--- config.mk ---
export PLATFORM = sky130hd
export DESIGN_NAME = pifbridge
export DESIGN_NICKNAME = d
export VERILOG_FILES = /design/src/rtl/pifbridge_pkg.sv /design/src/rtl/pifbridge_settle.sv /design/src/rtl/pifbridge.sv
export SDC_FILE = /design/constraint.sdc
export NUM_CORES = 1
export LEC_CHECK = 0
export BUFFER_PORTS_ARGS = -buffer_cell sky130_fd_sc_hd__buf_4
export CORE_MARGIN = 2
export CORE_UTILIZATION = 44
export CTS_CLUSTER_DIAMETER = 60
export DETAILED_ROUTE_END_ITERATION = 10
export GPL_TIMING_DRIVEN = 0
export PLACE_DENSITY = 0.77
export SLEW_MARGIN = 20
export SYNTH_ARGS = -nofsm -noshare
export SYNTH_HDL_FRONTEND = slang
export SYNTH_SLANG_ARGS = --single-unit
export TNS_END_PERCENT = 20
--- constraint.sdc ---
create_clock -name xclk -period 1.87 [get_ports xclk]
set_input_delay 0.561 -clock xclk [delete_from_list [all_inputs] [get_ports xclk]]
set_output_delay 0.561 -clock xclk [all_outputs]
set_load 0.01 [all_outputs]
--- src/rtl/pifbridge_pkg.sv ---
// pifbridge_pkg
// Shared definitions for the pifbridge byte-command bridge.
// Contents:
//   OP_SETADDR / OP_WRITE : opcodes carried in rx_data[7:6]
//   PB_READ_LAT           : default XO readback latency of pifctl
//   CNT_W                 : settle counter width (covers READ_LAT 1..7)
//   pb_state_t            : read-sequence FSM states
package pifbridge_pkg;

  localparam logic [1:0] OP_SETADDR = 2'b00;
  localparam logic [1:0] OP_WRITE   = 2'b01;

  localparam int PB_READ_LAT = 2;
  localparam int CNT_W       = 3;

  typedef enum logic [1:0] {
    PB_IDLE    = 2'd0,
    PB_RD_WAIT = 2'd1,
    PB_RD_SEND = 2'd2,
    PB_RD_DONE = 2'd3
  } pb_state_t;

endpackage

--- src/rtl/pifbridge_settle.sv ---
// pifbridge_settle
// Loadable saturating down-counter that tracks how long pifctl's XO bus
// still needs to settle after an address or sub-address change.
// Ports:
//   xclk    in  system clock
//   sys_rst in  asynchronous active-low reset (counter restarts at LAT)
//   load    in  reload the counter with LAT
//   count   in  decrement enable (saturates at 0)
//   zero    out counter is 0: XO may be trusted
module pifbridge_settle
  import pifbridge_pkg::*;
#(
  parameter int LAT = PB_READ_LAT
) (
  input  logic xclk,
  input  logic sys_rst,
  input  logic load,
  input  logic count,
  output logic zero
);

  logic [CNT_W-1:0] cnt;

  // Coming out of reset the bus contents are unknown, so start fully unsettled.
  always_ff @(posedge xclk or negedge sys_rst) begin
    if (!sys_rst) begin
      cnt <= CNT_W'(LAT);
    end else if (load) begin
      cnt <= CNT_W'(LAT);
    end else if (count && (cnt != '0)) begin
      cnt <= cnt - CNT_W'(1);
    end
  end

  assign zero = (cnt == '0);

endmodule

--- src/rtl/pifbridge.sv ---
// pifbridge
// Byte-level command bridge between the I2C slave byte engine and pifctl.
// Received bytes become XI address updates or write strobes; read requests
// are served from XO once pifctl's registered readback has settled.
// Ports:
//   xclk, sys_rst        clock, asynchronous active-low reset
//   i2c_start, i2c_stop  bus condition pulses
//   rx_valid, rx_data    received byte (opcode in [7:6])
//   tx_req               master wants a read byte
//   tx_valid, tx_data    read byte handed to the byte engine
//   XO                   pifctl readback bus
//   XI_PWr, XI_PD        write strobe and write data
//   XI_PRWA, XI_PRdSubA  register address and read sub-address
//   XI_PRdFinished       read byte consumed
//   proto_err            protocol violation pulse
module pifbridge
  import pifbridge_pkg::*;
#(
  parameter int ADDR_W   = 6,
  parameter int SUBA_W   = 4,
  parameter int DATA_W   = 6,
  parameter int READ_LAT = PB_READ_LAT
) (
  input  logic              xclk,
  input  logic              sys_rst,
  input  logic              i2c_start,
  input  logic              i2c_stop,
  input  logic              rx_valid,
  input  logic [7:0]        rx_data,
  input  logic              tx_req,
  output logic              tx_valid,
  output logic [7:0]        tx_data,
  input  logic [7:0]        XO,
  output logic              XI_PWr,
  output logic [ADDR_W-1:0] XI_PRWA,
  output logic              XI_PRdFinished,
  output logic [SUBA_W-1:0] XI_PRdSubA,
  output logic [DATA_W-1:0] XI_PD,
  output logic              proto_err
);

  pb_state_t         state;
  logic [1:0]        rx_op;
  logic              rx_accept;
  logic              do_setaddr;
  logic              do_write;
  logic              rd_advance;
  logic              bad_event;
  logic [ADDR_W-1:0] addr_nxt;
  logic [SUBA_W-1:0] suba_nxt;
  logic              settle_load;
  logic              settle_zero;

  assign rx_op      = rx_data[7:6];
  // Bytes are only decoded while no read is in flight.
  assign rx_accept  = rx_valid && (state == PB_IDLE);
  assign do_setaddr = rx_accept && (rx_op == OP_SETADDR);
  assign do_write   = rx_accept && (rx_op == OP_WRITE);
  assign rd_advance = (state == PB_RD_DONE);
  assign bad_event  = (rx_valid && ((state != PB_IDLE) || rx_op[1])) ||
                      (tx_req && (state != PB_IDLE));

  always_comb begin
    addr_nxt = XI_PRWA;
    suba_nxt = XI_PRdSubA;
    if (do_setaddr) begin
      addr_nxt = rx_data[ADDR_W-1:0];
      suba_nxt = '0;
    end else if (rd_advance) begin
      suba_nxt = XI_PRdSubA + SUBA_W'(1);
    end
  end

  // Only a real change of the address pair invalidates the XO pipeline.
  assign settle_load = (addr_nxt != XI_PRWA) || (suba_nxt != XI_PRdSubA);

  pifbridge_settle #(
    .LAT(READ_LAT)
  ) u_settle (
    .xclk   (xclk),
    .sys_rst(sys_rst),
    .load   (settle_load),
    .count  (1'b1),
    .zero   (settle_zero)
  );

  // Outputs are registered on the transition into the state that owns them,
  // so tx_valid is high exactly while in RD_SEND and XI_PRdFinished while in
  // RD_DONE. A request arriving with i2c_start is treated as cleared.
  always_ff @(posedge xclk or negedge sys_rst) begin
    if (!sys_rst) begin
      state          <= PB_IDLE;
      tx_valid       <= 1'b0;
      tx_data        <= '0;
      XI_PWr         <= 1'b0;
      XI_PRWA        <= '0;
      XI_PRdFinished <= 1'b0;
      XI_PRdSubA     <= '0;
      XI_PD          <= '0;
      proto_err      <= 1'b0;
    end else begin
      tx_valid       <= 1'b0;
      XI_PRdFinished <= 1'b0;
      XI_PWr         <= do_write;
      proto_err      <= bad_event;
      XI_PRWA        <= addr_nxt;
      XI_PRdSubA     <= suba_nxt;
      if (do_write) begin
        XI_PD <= rx_data[DATA_W-1:0];
      end
      case (state)
        PB_IDLE: begin
          if (tx_req && !i2c_start) begin
            state <= PB_RD_WAIT;
          end
        end
        PB_RD_WAIT: begin
          if (i2c_stop || i2c_start) begin
            state <= PB_IDLE;
          end else if (settle_zero) begin
            tx_data  <= XO;
            tx_valid <= 1'b1;
            state    <= PB_RD_SEND;
          end
        end
        PB_RD_SEND: begin
          XI_PRdFinished <= 1'b1;
          state          <= PB_RD_DONE;
        end
        PB_RD_DONE: begin
          state <= PB_IDLE;
        end
        default: begin
          state <= PB_IDLE;
        end
      endcase
    end
  end

endmodule

# Word-level counts from Yosys, hierarchy flattened
# Cells that the tools add are included.
[totals]
rom_bits = 0
mem_bits_rw = 0
wordCells = 53
reg_bits = 33
mem_count = 0
inputBits = 22
latch_bits = 0
[op_classes]
shifts = 0
bitwise_logic = 1
n_mul = 0
n_addsub = 2
n_eq_ne = 8
div = 0
order_cmp = 0
reduce_logical = 19
muxes = 13
[ops]
columns = ["operator", "n"]
rows = [
  ["two-way mux 4 bit", 2],
  ["case mux 2 bit (4 select lines)", 1],
  ["logical AND 1 bit", 6],
  ["two-way mux 2 bit", 3],
  ["two-way mux 3 bit", 2],
  ["two-way mux 6 bit", 1],
  ["inequality test 6 bit", 1],
  ["adder 4 x 1 -> 4 bit, second input constant", 1],
  ["equality test 2 x 1 -> 1 bit, second input constant", 2],
  ["equality test 2 bit, second input constant", 2],
  ["logical NOT 2 bit", 2],
  ["logical OR 1 bit", 4],
  ["two-way mux 1 bit", 4],
  ["inequality test 4 bit", 1],
  ["nonzero test 2 bit", 2],
  ["logical NOT 3 bit", 1],
  ["inequality test 3 bit, second input constant", 1],
  ["AND reduction 3 bit", 1],
  ["nonzero test 3 bit", 1],
  ["subtractor 3 x 1 -> 3 bit, second input constant", 1],
  ["inequality test 2 x 1 -> 1 bit, second input constant", 1],
  ["AND reduction 2 bit", 1],
  ["logical NOT 1 bit", 1],
  ["inverter 1 bit", 1],
]

# Longest topological paths before layout
# Gate-level depths: netlist of the first run.
[logic_depth]
word_depth = 7
depth_mapped = 5
depth_no_buf = 5

# Cells and area by module
# From an unflattened synthesis of the first run, not the netlist that was laid out.
[unflattened]
hier_cells = 112
hier_area_um2 = 1506.4
[modules_own_cells]
columns = ["mod", "seq_area_each_um2", "n_inst", "cells_each", "area_each_um2"]
rows = [
  ["pifbridge", 750.7, 1, 95, 1321.3],
  ["pifbridge_settle", 76.3, 1, 17, 185.2],
]

# Least setup slack after synthesis of the first run
# OpenSTA, ideal clock, no wires.
[synth_timing]
kind = "in2reg"
from = "in i2c_start"
to = "reg tx_data[0]"
cell_stages = 4
t_arrival_ps = 1879
setup_slack_ps = -135
setup_time_ps = 125
n_path_buf = 1
t_required_ps = 1745
path_cell_list = "or4b_1 -> or3b_1 -> buf_6 -> mux2_4"
[synth_via]
elab_chain_len = 3
[synth_lines]
columns = ["item", "line_no", "rtl"]
rows = [
  ["start: declaration", "pifbridge.sv:26", "input logic i2c_start,"],
  ["logical OR 1 bit", "pifbridge.sv:118", "if (i2c_stop || i2c_start) begin"],
  ["inverter 1 bit (no line)", "--", ""],
  ["AND reduction 3 bit (no line)", "--", ""],
  ["end signal: assignment", "pifbridge.sv:94", "tx_data <= '0;"],
  ["end signal: assignment", "pifbridge.sv:121", "tx_data <= XO;"],
  ["end: declaration", "pifbridge.sv:32", "output logic [7:0] tx_data,"],
]
# Every way passes these cells.
# A chain may end at the register's enable or synchronous reset.

==> results of run 1 <==
-- metal layers --
layer	wire (um)	track usage	part of all wire	vias up
met5	0	0	0	-
met4	22	0.0528	0.0076	0
met3	151	0.0714	0.052	3
met2	1540	0.313	0.54	26
met1	1170	0.191	0.40	510
li1	-	-	-	478
-- state kept, by name, indices dropped and copies added (netlist names), named ones only --
name and count:
XI_PRdSubA 4, u_settle.cnt 3, state 1, XI_PWr 1, tx_valid 1, XI_PRWA 6
proto_err 1, tx_data 8, XI_PRdFinished 1, XI_PD 6
-- report_power, final --
| part | internal (W) | leakage (nW) | total [W] | switching [W] |
|---|---|---|---|---|
| clock | 0.000319 | 0.0455 | 0.000552 | 0.000232 |
| combinational | 0.000637 | 0.533 | 0.00104 | 0.000406 |
| sequential | 0.000980 | 0.414 | 0.00118 | 0.000197 |
| total | 0.00194 | 0.993 | 0.00277 | 0.000835 |
-- synthesized netlist by cell type --
cell	n
a21oi_1	4
and3_1	2
buf_6	1
clkbuf_1	1
dfrtp_1	32
dfstp_2	1
ha_1	3
inv_1	5
mux2_2	13
mux2_4	8
nand2_1	4
nand3_1	4
nand4_1	1
nand4b_1	1
nor2_1	5
nor2b_1	2
nor4_1	1
nor4bb_1	1
o2111ai_1	1
o21ai_0	2
o22ai_1	1
or2b_1	1
or3_1	1
or3b_1	1
or4b_1	1
xnor2_1	7
xor2_1	2
-- timing repair --
| action | CTS | global route |
|---|---|---|
| pin swaps | 1 | 0 |
| setup buffers | 0 | 0 |
| endpoints found under the setup margin | 14 | 14 |
| gates resized for setup | 4 | 3 |
-- cell type report --
type,count,area share
well taps,44,0.0282
flip-flops and latches,33,0.424
multi-input cells,66,0.297
repair buffers,49,0.188
plain buffers,2,0.00960
clock buffers,7,0.0282
clock inverters,1,0.0154
inverters,5,0.00960
-- metrics by stage --
stage	power, W	setup slack (ns)	instance area [um^2]	cells
floorplan	0.00173	-0.135	1430	106
global placement	0.00218	-0.289	1850	199
detailed placement	0.00224	-0.293	1850	199
CTS	0.00280	-0.0353	1950	207
global route	0.00295	-0.0791	1960	207
finish	0.00277	-0.0357	1960	207
-- critical path, delay by kind of cell, from the launching register on --
kind | cells | cell delay (ns)
simple gates | 2 | 0.87
flops | 1 | 0.47
mux | 1 | 0.30
buf+inv | 1 | 0.16
-- worst paths after layout --
path	startpoint	end	slack, ns	depth (start not counted)
max	flip-flop	tx_data[3]$_DFFE_PN0P_	-0.04	4
min	sys_rst	tx_data[2]$_DFFE_PN0P_	0.15	1
max reg2reg	flip-flop	tx_data[3]$_DFFE_PN0P_	-0.04	4
min reg2reg	XI_PD[0]$_DFFE_PN0P_	XI_PD[0]$_DFFE_PN0P_	0.52	1
max in group asynchronous	sys_rst	u_settle.cnt[1]$_DFFE_PN1P_	1.39	1
min in group xclk	XO[0]	tx_data[0]$_DFFE_PN0P_	0.45	2
-- kinds of logic (layout without fill, tap and decap cells) --
logic type | Yosys count | after routing | synth area share
AOI/OAI and AO/OA | 8 | 8 | 0.0315
xor gates and xnor gates | 9 | 9 | 0.0551
adders and majority gates | 3 | 3 | 0.0262
buffers and inverters | 7 | 64 | 0.0236
DFF | 33 | 33 | 0.578
muxes | 21 | 21 | 0.186
and+or+nand+nor | 25 | 25 | 0.0997
-- placed cells by master, fill, tap and decap left out, drive strengths merged, types with 3 or more instances in the layout --
cell    instances
a21oi           4
buf            50
clkbuf          8
dfrtp          32
ha              3
inv             5
mux2           21
nand2           4
nand3           4
nor2            5
xnor2           7
==> impl_metrics.py, run 1 <==
metrics = {
    "status": {
        "status": "finished with violations",
        "violations": "setup timing",
    },
    "synthesis": {
        "synth-seq-cells": 33,
        "synth_top_area_cell": "dfrtp_1",
        "avgSynthCellArea_um2": 13.5,
        "synthTopCellsByArea": "dfrtp_1 (56%), mux2_2 (10%), mux2_4 (8.4%)",
        "syn_area_um2": 1430,
        "synth_fp_nets": 131,
        "yosys_warnings": 0,
        "synthCells": 106,
        "synth_top_area_frac": 0.559,
        "ys_seq_area_frac": 0.578,
        "synth_cell_type_count": 27,
    },
    "clock_tree": {
        "clk_pin_slew_worst_paths_ns": 0.10,
        "cts_tree": "built",
        "clock_path_buffers": 2,
        "ctsHoldBuffers": 0,
        "cts_root_buffer": "clkbuf_4",
        "cts_max_level": 2,
        "clock_sink_count": 33,
        "numCtsBuffers": 5,
        "worstSkewPairLatency_ns": 0.33,
    },
    "sta": {
        "drv_slew": 0,
        "setup_ws_ns": -0.0357,
        "fmax_ghz": 0.525,
        "rsz0062_at_grt": "true",
        "relSlewSlack": 0.722,
        "setup_tns_ns": -0.239,
        "period_share": 1.02,
        "finalSetupViolations": 8,
        "period_minus_slack_ns": 1.91,
        "finalHoldViolations": 0,
        "worst_pin_slew_ns": 0.414,
        "holdWs_ns": 0.149,
        "finalClockSkew_ns": 0.00853,
    },
    "power_and_ir_drop": {
        "p_leak_nw": 0.993,
        "ir_drop_mv": 0.795,
        "powerDensity_nw_per_um2": 1420,
    },
    "job": {
        "drv_cap": 0,
    },
    "critical_path": {
        "endpoint_kind": "flip-flop",
        "start_kind": "flip-flop",
        "cp.arrival_ns": 2.13,
        "critical_path_required_ns": 2.09,
        "crit_type": "flip-flop to flip-flop",
        "cpPeakStageDelay_ns": 0.50,
        "path_cells": "or4b_4 -> or3b_1 -> buf_6 -> mux2_4",
        "slowest_stage": "or4b_4",
        "crit_fanout": 10,
    },
    "global_routing": {
        "grt-ovfl-total": 0,
        "grt_pass1_wl_um": 4670,
        "grt_pass1_vias": 1085,
        "grt_max_degree": 34,
        "grtUsageTotal": 0.176,
        "grt_antenna_before_repair": 0,
    },
    "die": {
        "dieArea_um2": 3730,
        "start_util": 0.465,
        "io_pins": 50,
        "die_x_um": 61.0,
        "num_rows": 20,
        "core_um2": 3080,
        "die_y_um": 61.0,
    },
    "cells_and_area": {
        "seqCellArea_um2": 830,
        "utilization": 0.635,
        "diodes": 0,
        "fillers": 265,
        "fin_nets": 187,
        "multi_input_area_um2": 581,
        "drive_gt1_frac": 0.515,
        "area_growth_pct": 36.6,
    },
    "placed_design": {
        "gp_congestion": 0.691,
        "hpwl_um": 2170,
        "port_buffers": 49,
    },
    "min_path": {
        "hp-class": "input port to async pin",
    },
    "detailed_routing": {
        "drc": 0,
        "vias_per_cell": 4.91,
        "wl_um": 2880,
        "postRouteAntennaNets": 0,
        "num_vias": 1017,
        "drtPass1Iterations": 4,
        "wl_per_cell_um": 13.9,
        "drt_iter0_drc": 12,
    },
}
No activity file was read; power rests on OpenSTA's default activity.
==> run 2, diff against run 1 <==
Settings changed: CORE_MARGIN 2 to 3, SKIP_LAST_GASP from default to 1.
==> run 2 against run 1 <==
Net effect:
- the flow still finishes with violations (setup timing)
- sequential share of layout area grew 0.19 points
- combinational power about the same
- fmax is 1.7% higher
- flip-flop and latch count stayed put
- design area down 0.45%
- cell count up 0.97%
- clock-buffer cell count grew 1
- first-iteration DRC count grew 33%
- highest routed layer unchanged
==> impl_metrics.py, run 2 (synthesized netlist as in run 1, its figures left out) <==
metrics = {
    "cells_and_area": {
        "area_growth_pct": 36.0,
        "largest_reg_flops": 8,
        "diodes": 0,
        "fin_nets": 189,
        "regMostFlops": "tx_data",
        "final_cell_mix": "buf_4 (51), dfrtp_1 (30), mux2_2 (13)",
        "layout_commonest_cell": "buf_4",
        "drive_gt1_frac": 0.521,
        "top_regs": "tx_data x8, XI_PD x6, XI_PRWA x6",
        "utilization": 0.633,
    },
    "sta": {
        "rsz0062_at_grt": "true",
        "worst_pin_slew_ns": 0.407,
        "holdWs_ns": 0.156,
        "finalClockSkew_ns": 0.00549,
        "finalHoldViolations": 0,
        "period_share": 1.00,
        "drv_slew": 0,
        "fmax_ghz": 0.534,
        "setup_ws_ns": -0.00389,
        "period_minus_slack_ns": 1.87,
        "finalSetupViolations": 2,
        "relSlewSlack": 0.729,
    },
    "global_routing": {
        "grt-ovfl-total": 0,
        "grt_pass1_vias": 1085,
        "grtUsageTotal": 0.166,
        "grt_antenna_before_repair": 0,
        "grt_pass1_wl_um": 5050,
        "grt_max_degree": 34,
    },
    "critical_path": {
        "path_delay_family": "simple AND/OR/NAND/NOR gates",
        "endpoint_kind": "flip-flop",
        "cpPeakStageDelay_ns": 0.51,
        "slowest_stage": "or4b_4",
        "r2r-end": "tx_data[4]$_DFFE_PN0P_",
        "crit_type": "flip-flop to flip-flop",
        "r2r_setup_slack_ns": -0.004,
        "worst-path-buf-inv": 0,
        "path_cells": "or4b_4 -> or3b_4 -> mux2_4",
        "crit_fanout": 6,
        "start_kind": "flip-flop",
        "cp.arrival_ns": 2.09,
        "reg2regPathDepth": 3,
        "critical_path_required_ns": 2.08,
    },
    "clock_tree": {
        "numCtsBuffers": 5,
        "clk_pin_slew_worst_paths_ns": 0.09,
        "clock_sink_count": 33,
        "cts_tree": "built",
        "cts_root_buffer": "clkbuf_4",
        "ctsHoldBuffers": 0,
        "clock_path_buffers": 2,
        "cts_max_level": 2,
        "worstSkewPairLatency_ns": 0.32,
    },
    "die": {
        "dieArea_um2": 3970,
        "start_util": 0.465,
        "num_rows": 20,
        "core_um2": 3080,
        "die_y_um": 63.0,
        "die_x_um": 63.0,
        "io_pins": 50,
    },
    "detailed_routing": {
        "wl_um": 2960,
        "drtPass1Iterations": 4,
        "drc": 0,
        "vias_per_cell": 4.87,
        "drt_iter0_drc": 16,
        "wl_per_cell_um": 14.1,
        "postRouteAntennaNets": 0,
        "num_vias": 1018,
    },
    "min_path": {
        "hp-class": "input port to async pin",
    },
    "power_and_ir_drop": {
        "ir_drop_mv": 0.734,
        "p_leak_nw": 0.989,
        "powerDensity_nw_per_um2": 1360,
    },
    "placed_design": {
        "hpwl_um": 2240,
        "gp_congestion": 0.775,
        "port_buffers": 49,
    },
    "status": {
        "status": "finished with violations",
        "violations": "setup timing",
    },
    "job": {
        "drv_cap": 0,
    },
}
==> run 2: report_power, final <==
| part | switching (W) | internal [W] | total (W) |
|---|---|---|---|
| Clock | 0.000217 | 0.000185 | 0.000403 |
| Sequential | 0.000197 | 0.000981 | 0.00118 |
| Combinational | 0.000415 | 0.000657 | 0.00107 |
| Total | 0.000829 | 0.00182 | 0.00265 |
==> run 2: final cells by class <==
cell class,count,area [um^2]
clock buffer,8,58.8
inverter,5,18.8
timing repair buffer,51,383
multi-input combinational,67,594
fill,255,1130
buffer,1,7.51
sequential,33,830
tap,44,55.1
==> run 2: worst max-delay path by stage <==
stage / startpoint / to / slack, ns / depth (start not counted)
floorplan: i2c_start / tx_data[0]$_DFFE_PN0P_ / -0.13 / 4
global placement: i2c_start / tx_data[6]$_DFFE_PN0P_ / -0.29 / 5
detailed placement: i2c_start / tx_data[0]$_DFFE_PN0P_ / -0.31 / 5
CTS: flip-flop / tx_data[4]$_DFFE_PN0P_ / -0.12 / 4
global route: flip-flop / tx_data[1]$_DFFE_PN0P_ / -0.04 / 3
finish: flip-flop / tx_data[4]$_DFFE_PN0P_ / -0.004 / 3
==> run 2: per-stage QoR <==
step	cells	worst slack (ns)	instance area (um^2)	power (W)	TNS, ns
after CTS	207	-0.116	1910	0.00265	-0.869
after global routing	209	-0.0360	1950	0.00285	-0.198
after global placement	199	-0.292	1850	0.00218	-2.74
after floorplan	106	-0.135	1430	0.00173	-1.08
after detailed placement	199	-0.313	1850	0.00224	-3.35
final	209	-0.00389	1950	0.00265	-0.00531
==> run 2: layer usage <==
| layer | vias to the layer above | global-route usage | part of all wire |
|---|---|---|---|
| met5 | - | 0 | 0 |
| met4 | 0 | 0.0744 | 0.019 |
| met3 | 7 | 0.0629 | 0.074 |
| met2 | 33 | 0.281 | 0.51 |
| met1 | 492 | 0.185 | 0.40 |
| li1 | 486 | - | - |
==> run 2: repair_timing <==
item | 4_1_cts | 5_1_grt
buffers inserted | 0 | 2
setup endpoints to repair | 14 | 14
pin swaps | 0 | 2
cloned | 0 | 1
gates resized for setup | 1 | 8
==> run 3, diff against run 2 <==
Settings changed: ABC_AREA from default to 1, CORE_UTILIZATION 44 to 45.
==> run 3 against run 2 <==
Net effect:
- the run now ends clean
- first-iteration DRC count rose to 3.1 times the previous value
- setup slack improved by 0.33 ns
- clock-buffer cell count did not move
- design area rose by 5.2%
- sequential share of layout area fell by 2.2 points
- worst hold slack got worse by 0.0072 ns
- wire length rose by 6.4%
- die area rose by 6.3%
- cell count rose by 35%
- synthesized cell count rose by 71%
- highest routed layer unchanged
==> impl_metrics.py, run 3 <==
metrics = {
    "status": {
        "status": "completed",
    },
    "detailed_routing": {
        "drt_iter0_drc": 49,
        "vias_per_cell": 4.72,
        "wl_per_cell_um": 11.2,
        "num_vias": 1330,
        "wl_um": 3150,
        "drtPass1Iterations": 4,
        "drc": 0,
        "postRouteAntennaNets": 0,
    },
    "sta": {
        "finalClockSkew_ns": 0.00677,
        "setup_tns_ns": 0,
        "period_share": 0.827,
        "worst_pin_slew_ns": 0.411,
        "rsz0062_at_grt": "false",
        "fmax_ghz": 0.647,
        "holdWs_ns": 0.149,
        "relSlewSlack": 0.726,
        "drv_slew": 0,
        "finalSetupViolations": 0,
        "period_minus_slack_ns": 1.55,
        "finalHoldViolations": 0,
    },
    "clock_tree": {
        "cts_root_buffer": "clkbuf_4",
        "cts_resized": 0,
        "ctsHoldBuffers": 0,
        "numCtsBuffers": 5,
        "clock_sink_count": 33,
        "worstSkewPairLatency_ns": 0.34,
        "clock_path_buffers": 2,
        "cts_max_level": 2,
        "cts_tree": "built",
        "clk_pin_slew_worst_paths_ns": 0.09,
        "postCtsSetupBuffers": 0,
    },
    "power_and_ir_drop": {
        "ir_drop_mv": 0.829,
        "power_w": 0.00289,
        "powerDensity_nw_per_um2": 1410,
        "p_leak_nw": 1.14,
    },
    "die": {
        "io_pins": 50,
        "num_rows": 20,
        "die_y_um": 65,
        "start_util": 0.493,
        "dieArea_um2": 4230,
        "core_um2": 3180,
        "die_x_um": 65,
    },
    "cells_and_area": {
        "fillers": 292,
        "regMostFlops": "tx_data",
        "final_cell_mix": "nand2_1 (60), buf_4 (49), dfrtp_1 (32)",
        "final_cells": 282,
        "area_growth_pct": 30.8,
        "seqCellArea_um2": 827,
        "finish.instance_area_um2": 2050,
        "multi_input_area_um2": 631,
        "drive_gt1_frac": 0.311,
        "largest_reg_flops": 8,
        "diodes": 0,
        "layout_commonest_cell": "nand2_1",
        "top_regs": "tx_data x8, XI_PD x6, XI_PRWA x6",
        "fin_nets": 262,
    },
    "global_routing": {
        "grt_antenna_before_repair": 0,
        "grt_pass1_vias": 1166,
        "grtUsageTotal": 0.164,
        "grt_max_degree": 34,
        "grt_pass1_wl_um": 5140,
        "grt-ovfl-total": 0,
    },
    "critical_path": {
        "r2r_start": "XI_PRdSubA[1]$_DFF_PN0_",
        "start_kind": "flip-flop",
        "r2r-end": "u_settle.cnt[2]$_DFFE_PN0P_",
        "slowest_stage": "dfrtp_1",
        "startpoint": "XI_PRdSubA[1]$_DFF_PN0_",
        "crit_type": "flip-flop to primary output",
        "cp.arrival_ns": 0.98,
        "endpoint_kind": "primary output",
        "worst-path-buf-inv": 1,
        "path_cells": "buf_4",
        "r2r_setup_slack_ns": 0.33,
        "reg2regPathDepth": 9,
        "critical_path_required_ns": 1.31,
        "path_delay_family": "flip-flops",
        "crit_fanout": 7,
        "cpPeakStageDelay_ns": 0.47,
    },
    "placed_design": {
        "hpwl_um": 2330,
        "placed_area_um2": 1990,
        "gp_congestion": 0.750,
        "port_buffers": 49,
        "dp.cells": 274,
    },
    "synthesis": {
        "synth_cell_type_count": 25,
        "synth_fp_nets": 206,
        "yosys_warnings": 0,
        "synth_top_area_cell": "dfrtp_1",
        "ys_seq_area_frac": 0.528,
        "synth-edff-count": 0,
        "synth-seq-cells": 33,
        "syn_area_um2": 1570,
        "synth_most_common_cell": "nand2_1",
        "synth.top_cells.by_count": "nand2_1 (60), dfrtp_1 (32), inv_1 (23), nor2_1 (11), o21ai_0 (10)",
        "yosys_most_used_dff": "dfrtp_1",
        "avgSynthCellArea_um2": 8.65,
        "synthTopCellsByArea": "dfrtp_1 (51%), nand2_1 (14%), inv_1 (5.5%)",
        "synth_top_area_frac": 0.511,
        "synthCells": 181,
        "async_flop_share": 1.00,
    },
    "job": {
        "drv_cap": 0,
    },
    "min_path": {
        "hp-class": "input port to async pin",
    },
}
==> run 3: cells by family after synthesis <==
kind of cell               after synthesis  share of synthesized area
buffers and inverters                   27                     0.0695
xor gates and xnor gates                 1                    0.00559
DFF                                     33                      0.528
adders and majority gates                3                     0.0240
AOI/OAI and AO/OA                       24                     0.0935
and+or+nand+nor                         93                      0.280
==> run 3: worst max-delay path by stage <==
stage,to,cells after the start
CTS,XI_PRdSubA[1],1
global route,u_settle.cnt[2]$_DFFE_PN0P_,9
finish,XI_PRdSubA[1],1
detailed placement,u_settle.cnt[2]$_DFFE_PN0P_,8
floorplan,u_settle.cnt[0]$_DFFE_PN0P_,9
global placement,u_settle.cnt[0]$_DFFE_PN0P_,8
==> run 3: where the power goes <==
group	internal, W	switching (W)
clock network	0.000185	0.000226
logic	0.000611	0.000633
registers	0.00101	0.000230
total	0.00180	0.00109
==> run 3: through the flow <==
| step | util | setup slack, ns |
|---|---|---|
| floorplan | - | 0.478 |
| global placement | 0.626 | 0.301 |
| detailed placement | 0.626 | 0.272 |
| CTS | 0.644 | 0.319 |
| global route | 0.644 | 0.186 |
| finish | 0.644 | 0.324 |
==> run 3: routing by layer <==
layer	vias up	track usage	share of wire	wire [um]
met2	33	0.243	0.45	1410
met4	0	0.0633	0.017	52
met5	-	0	0	0
li1	682	-	-	-
met3	6	0.0711	0.065	203
met1	609	0.212	0.47	1480
==> run 3: cell type report <==
| class | instances | area share |
|---|---|---|
| inverter | 25 | 0.0458 |
| sequential | 33 | 0.404 |
| multi-input combinational | 121 | 0.308 |
| timing repair buffer | 49 | 0.180 |
| tap | 44 | 0.0269 |
| clock buffer | 8 | 0.0287 |
| buffer | 2 | 0.00733 |
